[src/rtl/traffic_pkg.sv]
// Shared types and constants for the highway/country-road intersection controller.
// Signal-head colour codes, the FSM state encoding and the default phase delays.
package traffic_pkg;

  localparam logic [1:0] RED    = 2'b00;
  localparam logic [1:0] YELLOW = 2'b01;
  localparam logic [1:0] GREEN  = 2'b10;

  typedef enum logic [2:0] {
    S0 = 3'd0,  // HWY_GREEN
    S1 = 3'd1,  // HWY_YELLOW
    S2 = 3'd2,  // ALL_RED
    S3 = 3'd3,  // CRD_GREEN
    S4 = 3'd4   // CRD_YELLOW
  } state_t;

  localparam int Y2RDELAY_DEF = 3;
  localparam int R2GDELAY_DEF = 2;
  localparam int CNT_W_DEF    = 4;

endpackage

[src/rtl/traffic_control.sv]
// Moore FSM for a highway / country-road intersection: highway green by default,
// country road served while cars wait, with timed yellow and all-red phases.
module traffic_control
  import traffic_pkg::*;
#(
  parameter int Y2RDELAY = Y2RDELAY_DEF,
  parameter int R2GDELAY = R2GDELAY_DEF,
  parameter int CNT_W    = CNT_W_DEF
) (
  input  logic       clk,
  input  logic       clear,
  input  logic       car_on_croad,
  output logic [1:0] hwrd_sig,
  output logic [1:0] crd_sig
);

  // A timed phase ends on the edge where the counter reaches delay-1.
  localparam logic [CNT_W-1:0] Y2R_LAST = CNT_W'(Y2RDELAY - 1);
  localparam logic [CNT_W-1:0] R2G_LAST = CNT_W'(R2GDELAY - 1);

  state_t           state_reg;
  logic [CNT_W-1:0] cnt_reg;

  always_ff @(posedge clk or negedge clear) begin
    if (!clear) begin
      state_reg <= S0;
      cnt_reg   <= '0;
    end else begin
      case (state_reg)
        S0: begin
          cnt_reg <= '0;
          if (car_on_croad) state_reg <= S1;
        end
        S1: begin
          if (cnt_reg == Y2R_LAST) begin
            state_reg <= S2;
            cnt_reg   <= '0;
          end else begin
            cnt_reg <= cnt_reg + CNT_W'(1);
          end
        end
        S2: begin
          if (cnt_reg == R2G_LAST) begin
            state_reg <= S3;
            cnt_reg   <= '0;
          end else begin
            cnt_reg <= cnt_reg + CNT_W'(1);
          end
        end
        S3: begin
          cnt_reg <= '0;
          if (!car_on_croad) state_reg <= S4;
        end
        S4: begin
          // Cars arriving here are not remembered; S0 samples them again.
          if (cnt_reg == Y2R_LAST) begin
            state_reg <= S0;
            cnt_reg   <= '0;
          end else begin
            cnt_reg <= cnt_reg + CNT_W'(1);
          end
        end
        default: begin
          state_reg <= S0;
          cnt_reg   <= '0;
        end
      endcase
    end
  end

  // Lamp codes depend on the state register alone; stray encodings show all red.
  always_comb begin
    hwrd_sig = RED;
    crd_sig  = RED;
    case (state_reg)
      S0:      hwrd_sig = GREEN;
      S1:      hwrd_sig = YELLOW;
      S3:      crd_sig  = GREEN;
      S4:      crd_sig  = YELLOW;
      default: begin
        hwrd_sig = RED;
        crd_sig  = RED;
      end
    endcase
  end

endmodule

[config.mk]
export PLATFORM = sky130hd
export DESIGN_NAME = traffic_control
export DESIGN_NICKNAME = d
export VERILOG_FILES = /design/src/rtl/traffic_pkg.sv /design/src/rtl/traffic_control.sv
export SDC_FILE = /design/constraint.sdc
export NUM_CORES = 1
export LEC_CHECK = 0
export BUFFER_PORTS_ARGS = -buffer_cell sky130_fd_sc_hd__buf_4
export CAP_MARGIN = 20
export CORE_AREA = 5 5 42 44
export DETAILED_ROUTE_END_ITERATION = 8
export DIE_AREA = 0 0 47 49
export PLACE_DENSITY = 0.53
export SYNTH_ARGS = -nofsm -noshare
export SYNTH_HDL_FRONTEND = slang
export SYNTH_SLANG_ARGS = --single-unit
[constraint.sdc]
create_clock -name clk -period 1.5 [get_ports clk]
set_clock_uncertainty 0.15 [all_clocks]
set_input_delay 0.375 -clock clk [delete_from_list [all_inputs] [get_ports clk]]
set_output_delay 0.375 -clock clk [all_outputs]
set_load 0.05 [all_outputs]
== Word-level counts from Yosys, hierarchy flattened ==
Cells that the tools add are included.

* Bits in registers: 7
* Output and inout port bits: 4

* Reductions and logical operators: 3
* Mux-type cells: 11
* Add/subtract/negate cells: 1
* Eq/ne operators: 11

{| class="wikitable"
|+ Operators with widths
! operator !! number
|-
| 3-bit 2-to-1 mux || 5
|-
| 3-bit case mux with 5 select lines || 1
|-
| 2-bit != test, second input constant || 5
|-
| 4-bit 2-to-1 mux || 2
|-
| 2-bit case mux with 2 select lines || 2
|-
| 4-bit case mux with 2 select lines || 1
|-
| 3-bit by 2-bit == test with 1-bit output, second input constant || 2
|-
| 5-bit AND reduction || 1
|-
| 4-bit by 1-bit adder with 4-bit output, second input constant || 1
|-
| 4-bit by 1-bit == test with 1-bit output, second input constant || 1
|-
| 4-bit by 2-bit == test with 1-bit output, second input constant || 1
|-
| 3-bit by 1-bit == test with 1-bit output, second input constant || 1
|-
| 3-bit == test, second input constant || 1
|-
| 3-bit zero test || 1
|-
| 2-bit OR reduction || 1
|}

== Logic depth before layout (Yosys ltp) ==
Gate-level depths: netlist of the first run.

* Word-level depth: 3
* Mapped depth: 5
* Depth with buffers taken out: 4

== Least setup slack after synthesis of the first run ==
No wires, ideal clock.

* Path type: reg-to-output
* From: reg state_reg[0]
* To: out hwrd_sig[1]
* Stages on the path, launching flop included: 3
* Slack: -0.636 ns
* Data required time: 0.975 ns
* Arrival: 1.611 ns
* Cells stage by stage: dfrtp_1 -> buf_4 -> nor3_1

* Cells in the longest elaborated chain, start to end: 2

{| class="wikitable"
|+ Ends and longest elaborated chain
! what !! line !! RTL
|-
| start, declared || traffic_control.sv:21 || <nowiki>state_t state_reg;</nowiki>
|-
| start signal, assigned || traffic_control.sv:26 || <nowiki>state_reg <= S0;</nowiki>
|-
| start signal, assigned || traffic_control.sv:32 || <nowiki>if (car_on_croad) state_reg <= S1;</nowiki>
|-
| start signal, assigned || traffic_control.sv:36 || <nowiki>state_reg <= S2;</nowiki>
|-
| 3-bit by 1-bit == test with 1-bit output / 3-bit zero test (equally long branches) || traffic_control.sv:75 || <nowiki>case (state_reg)</nowiki>
|-
| 2-bit case mux with 2 select lines (*) || traffic_control.sv:75 ||
|-
| end, declared || traffic_control.sv:13 || <nowiki>output logic [1:0] hwrd_sig,</nowiki>
|}

Mark *: on every way between the ends. The rest lies on a longest branch, timed or not.

== Final worst setup path of the first run ==
* From: reg state_reg[1]
* To: out hwrd_sig[0]

Same word-level chain as after synthesis.

==> flow_summary.toml, run 1 <==
[cts]
cts_buffers = 3
clk_pin_slew_worst_paths_ps = 50
cts_tree = "done"
cts_sinks = 7
cts_max_level = 1
clk-insertion-delay-late_ps = 250
cts_buffer_depth = 2
cts_root_buf = "clkbuf_4"

[critical_path]
critical_path_buf_inv_count = 1
crit_arrival_ps = 1130
cp_top_family = "flip-flops"
critical-path-max-stage-delay_ps = 470
start_kind = "register"
worstPathRequired_ps = 970
slowest_stage = "dfrtp_2"
critPathCaptureType = "output port"
path_max_fanout = 5
critPathKind = "register to output port"
crit_path_cell_trace = "nor3b_4, buf_6"

[timing]
hold_ws_ps = 281.1
worst_slew_pin_slew_ps = 227.2
clock.fmax_mhz = 606.0
post-route-min-period_ps = 1650
finalCritPeriodShare_pct = 110.0
finalHoldViolCount = 0
setup_slack_ps = -150.2
rsz0062_at_grt = "yes"
setup_viol = 4
slew_headroom_pct = 84.75
drv_slew = 0

[synthesis]
synth_area_leaders = "dfrtp_1 41%, nor2_1 6.2%, nor3b_2 5.9%"
synth_adder_area_share_pct = 0
yosys-top-cells-count = "7 x dfrtp_1, 7 x nor2_1, 5 x nand2_1, 3 x a21oi_1, 3 x nand2b_1"
avgSynthCellArea_um2 = 8.811
syn-num-nets = 51
ys.warnings.count = 0
synth-compound-area-share_pct = 15.98
synthArstFlopShare_pct = 100.0
ys_seq_elements = 7
synth_area_um2 = 422.9
syn-instance-count = 48
synth_top_family_by_area = "simple AND/OR/NAND/NOR gates"
ys_types = 22
yosysTopAreaCell = "dfrtp_1"
synthSimpleGateAreaFrac_pct = 31.36
synth_edf_count = 0
synth_xor_area_share_pct = 6.213
ys.flop_type = "dfrtp_1"
ys_seq_area_share_pct = 41.42
synth_top_area_share_pct = 41.42
muxShareOfSynthArea_pct = 0

[routing]
drt-total-wl_um = 879
final_antenna_net_count = 0
viasPerCell = 4.738
drt_iter0_drc = 4
drc = 0
vias = 379
post_drt_wl_per_cell_um = 10.99
drt_first_pass_iters = 2

[placed_design]
placed_cell_area_um2 = 548.0
dp_hpwl_um = 677.7
portBuffers = 6
gp_congestion = 0.7260

[pwr]
p_leak_nw = 0.2724
ir_worst_vdd_v = 0.0009426
power.total_mw = 1.407
cellPowerDensity_nw_per_um2 = 2290

[status]
violations = "negative setup slack"
outcome = "finished, violations left"

[floorplan]
coreArea_um2 = 1401
num_rows = 14
die_area_um2 = 2303
die_w_um = 47
die_y_um = 49
start_util_pct = 30.18
io_pins = 7

[grt]
grt_max_degree = 9
grt_overflow = 0
antenna_found_initial = 0
grt_pass1_vias = 323
grt_use_total_pct = 9.046
grt_pass1_wl_um = 1435

[cells_and_area]
final_util_pct = 43.84
syn_to_final_growth_pct = 45.27
layout-drive-gt1-share_pct = 42.19
diodes = 0
largest_reg_flops = 4
num-nets-final = 68
final_area_um2 = 614.3

[hold_path]
hold_class = "input pin to register"

[flow_run]
max-cap-violations = 0
stage by stage:
stage / TNS [ps] / instances / worst slack [ps]
after floorplan: -130.0 / 48 / -77.96
after global placement: 0 / 74 / 31.40
after detailed placement: 0 / 74 / 20.39
after CTS: -657.2 / 80 / -175.2
after global routing: -818.0 / 80 / -217.3
final: -584.9 / 80 / -150.2
tightest hold or removal path, cell delays in order:
cell      delay [ps]
buf_4            120
inv_1             70
a311oi_1          90
logic make-up after synthesis:
kind of cell	count (synthesis)
buf+inv	4
simple gates	23
xor+xnor	3
flops	7
compound gates	11
path summary, 6_finish.rpt:
| check | startpoint | end | slack [ps] | depth (start not counted) |
|---|---|---|---|---|
| max in group asynchronous | clear | state_reg[0]$_DFFE_PN0P_ | 730 | 2 |
| setup reg to reg | state_reg[2]$_DFFE_PN0P_ | cnt_reg[2]$_DFF_PN0_ | 90 | 6 |
| setup / recovery | state_reg[1]$_DFFE_PN0P_ | hwrd_sig[0] | -150 | 2 |
| hold reg to reg | cnt_reg[3]$_DFF_PN0_ | cnt_reg[3]$_DFF_PN0_ | 410 | 2 |
| min in group asynchronous | clear | state_reg[2]$_DFFE_PN0P_ | 330 | 2 |
| hold / removal | car_on_croad | state_reg[1]$_DFFE_PN0P_ | 280 | 3 |
timing repair:
action                                  4_1_cts  5_1_grt
gates cloned                                  0        0
endpoints found under the setup margin        4        6
hold buffers                                  1        0
gates resized for setup                       8        0
setup buffers                                 1        0
pin swaps                                     0        1
hold endpoints to repair                      7        0
placed cells by master (no fill, tap or decap):
cell	synthesis	routed
a21oi_1	3	3
a22o_1	1	1
a311oi_1	2	2
a31oi_1	1	1
and3b_2	0	1
buf_4	1	9
buf_6	0	5
clkbuf_1	0	1
clkbuf_4	0	3
dfrtp_1	7	4
dfrtp_2	0	3
dlygate4sd3_1	0	1
inv_1	1	1
nand2_1	5	5
nand2b_1	3	3
nand3_1	1	1
nor2_1	7	7
nor2_2	1	1
nor2b_2	1	1
nor3_2	1	1
nor3_4	0	1
nor3b_4	0	2
o21ai_0	2	2
o21ai_1	2	2
xnor2_1	1	1
xor2_1	2	2
report_power, final:
part | leakage, nW | internal [mW] | switching, mW
clock | 0.0150 | 0.101 | 0.0688
sequential | 0.0883 | 0.262 | 0.110
combinational | 0.169 | 0.409 | 0.456
total | 0.272 | 0.773 | 0.634
cell type report:
| type | instances | area (µm²) |
|---|---|---|
| Clock buffer | 4 | 26.28 |
| Fill cell | 146 | 787.0 |
| Inverter | 1 | 3.754 |
| Multi-Input combinational cell | 37 | 251.5 |
| Sequential cell | 7 | 178.9 |
| Tap cell | 16 | 20.02 |
| Timing Repair Buffer | 15 | 133.9 |
layer usage:
metal	global-route usage, %	wire length (µm)
met1	11.33	428
met2	11.99	380
met3	6.642	70
met4	2.765	0
met5	0	0
Note: power is estimated with default switching activity, not from simulation.
==> run 2, diff against run 1 <==
==> constraint.sdc (replaced) <==
create_clock -name clk -period 2.1 [get_ports clk]
set_clock_uncertainty 0.15 [all_clocks]
set_input_delay 0.525 -clock clk [delete_from_list [all_inputs] [get_ports clk]]
set_output_delay 0.525 -clock clk [all_outputs]
set_load 0.05 [all_outputs]
==> run 2 against run 1 <==
Register-to-register slack improved by 650 ps. Non-clock buffer count fell by 8. The run now ends clean. Largest cell class unchanged. Core utilization fell by 7.3 points. Combinational power fell by 50%.
==> flow_summary.toml, run 2 (synthesis results as in run 1) <==
[grt]
grt_overflow = 0
grt_pass1_vias = 333
grt_use_total_pct = 9.078
antenna_found_initial = 0
grt_max_degree = 13
grt_pass1_wl_um = 1462

[pwr]
ir_worst_vdd_v = 0.0006804
p_leak_nw = 0.2258
cellPowerDensity_nw_per_um2 = 1654

[routing]
drt-total-wl_um = 819
post_drt_wl_per_cell_um = 11.38
final_antenna_net_count = 0
drt_iter0_drc = 5
viasPerCell = 4.736
drt_first_pass_iters = 3
vias = 341
drc = 0

[timing]
setup_slack_ps = 120.4
setup_viol = 0
finalCritPeriodShare_pct = 94.27
post-route-min-period_ps = 1980
tns_ps = 0
hold_ws_ps = 413.5
worst_slew_pin_slew_ps = 359.2
slew_headroom_pct = 76.05
clock.fmax_mhz = 505.2
drv_slew = 0
rsz0062_at_grt = "no"
finalHoldViolCount = 0

[hold_path]
min_to = "cnt_reg[3]$_DFF_PN0_"
hold_depth = 2
worstHoldStart = "cnt_reg[3]$_DFF_PN0_"
hold_class = "register to register"

[cells_and_area]
layout-drive-gt1-share_pct = 26.79
diodes = 0
fillers = 156
largest_reg_flops = 4
num-nets-final = 60
final_cell_mix = "7 x nor2_1, 7 x dfrtp_1, 6 x buf_4, 5 x nand2_1"
syn_to_final_growth_pct = 21.01

[critical_path]
critPathKind = "register to output port"
reg2regPathDepth = 4
slowest_stage = "dfrtp_1"
r2r-start = "cnt_reg[1]$_DFF_PN0_"
r2r_slack_ps = 740
crit_arrival_ps = 1300
critical_path_buf_inv_count = 1
start_kind = "register"
crit_path_cell_trace = "nor3b_2, buf_4"
worstPathRequired_ps = 1420
cp_top_family = "flip-flops"
path_max_fanout = 8
critPathCaptureType = "output port"
r2r-end = "state_reg[0]$_DFFE_PN0P_"
critical-path-max-stage-delay_ps = 510

[cts]
cts_buffers = 3
cts_tree = "done"
cts_root_buf = "clkbuf_4"
cts_setup_buffers = 0
cts_max_level = 1
cts_buffer_depth = 2
cts_sinks = 7
clk-insertion-delay-late_ps = 260
clk_pin_slew_worst_paths_ps = 60

[floorplan]
start_util_pct = 30.18
io_pins = 7
coreArea_um2 = 1401
die_area_um2 = 2303
num_rows = 14
die_w_um = 47
die_y_um = 49

[placed_design]
portBuffers = 6
gp_congestion = 0.7083
dp_hpwl_um = 599.4
dp_slack_ps = 395.8

[status]
outcome = "finished clean"

[flow_run]
max-cap-violations = 0
==> run 2: cell types whose count changed in the layout (fill, tap and decap cells not counted) <==
| cell | change |
|---|---|
| buf_6 | -5 |
| buf_4 | -3 |
| nor3b_4 | -2 |
| dfrtp_1 | +3 |
| and3b_2 | -1 |
| dfrtp_2 | -3 |
| and3b_1 | +1 |
| nor3_2 | +1 |
| nor3b_2 | +2 |
| nor3_4 | -1 |
==> run 2: area by class of cell <==
type	count	area [µm²]	area share, %
tap	16	20.02	3.912
inverter	1	3.754	0.7335
clock buffer	4	26.28	5.134
multi-input combinational	37	231.5	45.23
sequential	7	175.2	34.23
timing repair buffer	7	55.05	10.76
==> run 2: how the worst max path moves through the flow <==
| stage | startpoint | endpoint | cells past startpoint | slack (ps) |
|---|---|---|---|---|
| 2_1_floorplan | state_reg[1]$_DFFE_PN0P_ | crd_sig[0] | 2 | 180 |
| 3_3_place_gp | state_reg[0]$_DFFE_PN0P_ | hwrd_sig[0] | 2 | 390 |
| 3_5_place_dp | state_reg[2]$_DFFE_PN0P_ | crd_sig[0] | 2 | 400 |
| 4_1_cts | state_reg[2]$_DFFE_PN0P_ | crd_sig[0] | 2 | 110 |
| 5_1_grt | state_reg[2]$_DFFE_PN0P_ | crd_sig[0] | 2 | 30 |
| 6_report | state_reg[2]$_DFFE_PN0P_ | crd_sig[0] | 2 | 120 |
==> run 2: power breakdown <==
part | internal, mW | leakage, nW | switching [mW] | total, mW
Sequential | 0.182 | 0.0922 | 0.107 | 0.288
Combinational | 0.174 | 0.119 | 0.257 | 0.432
Clock | 0.0728 | 0.0150 | 0.0536 | 0.126
==> run 2: per-stage QoR <==
step	instance area, µm²	std cells	power [mW]	util (%)
2_1_floorplan	427.9	48	0.6320	-
3_3_place_gp	475.5	67	0.7300	33.93
3_5_place_dp	475.5	67	0.7215	33.93
4_1_cts	511.7	72	0.8547	36.52
5_1_grt	511.7	72	0.9167	36.52
6_report	511.7	72	0.8463	36.52
==> run 2: repair_timing <==
item                                   CTS  global route
hold buffers                             1             0
endpoints found under the hold margin    7             0
resized for setup                        0             0
==> run 2: layer usage <==
| layer | vias up | GRT usage, % | share of wire [%] |
|---|---|---|---|
| met2 | 3 | 11.31 | 45 |
| met5 | - | 0 | 0 |
| met4 | 0 | 6.912 | 3.4 |
| met1 | 155 | 12.13 | 49 |
| li1 | 179 | - | - |
| met3 | 4 | 3.321 | 2.1 |
==> run 2: worst register-to-register path, delay by kind of cell, from the launching register on <==
family | cells | cell delay, ps
AOI/OAI and AO/OA | 2 | 340
DFF | 1 | 430
and+or+nand+nor | 2 | 360
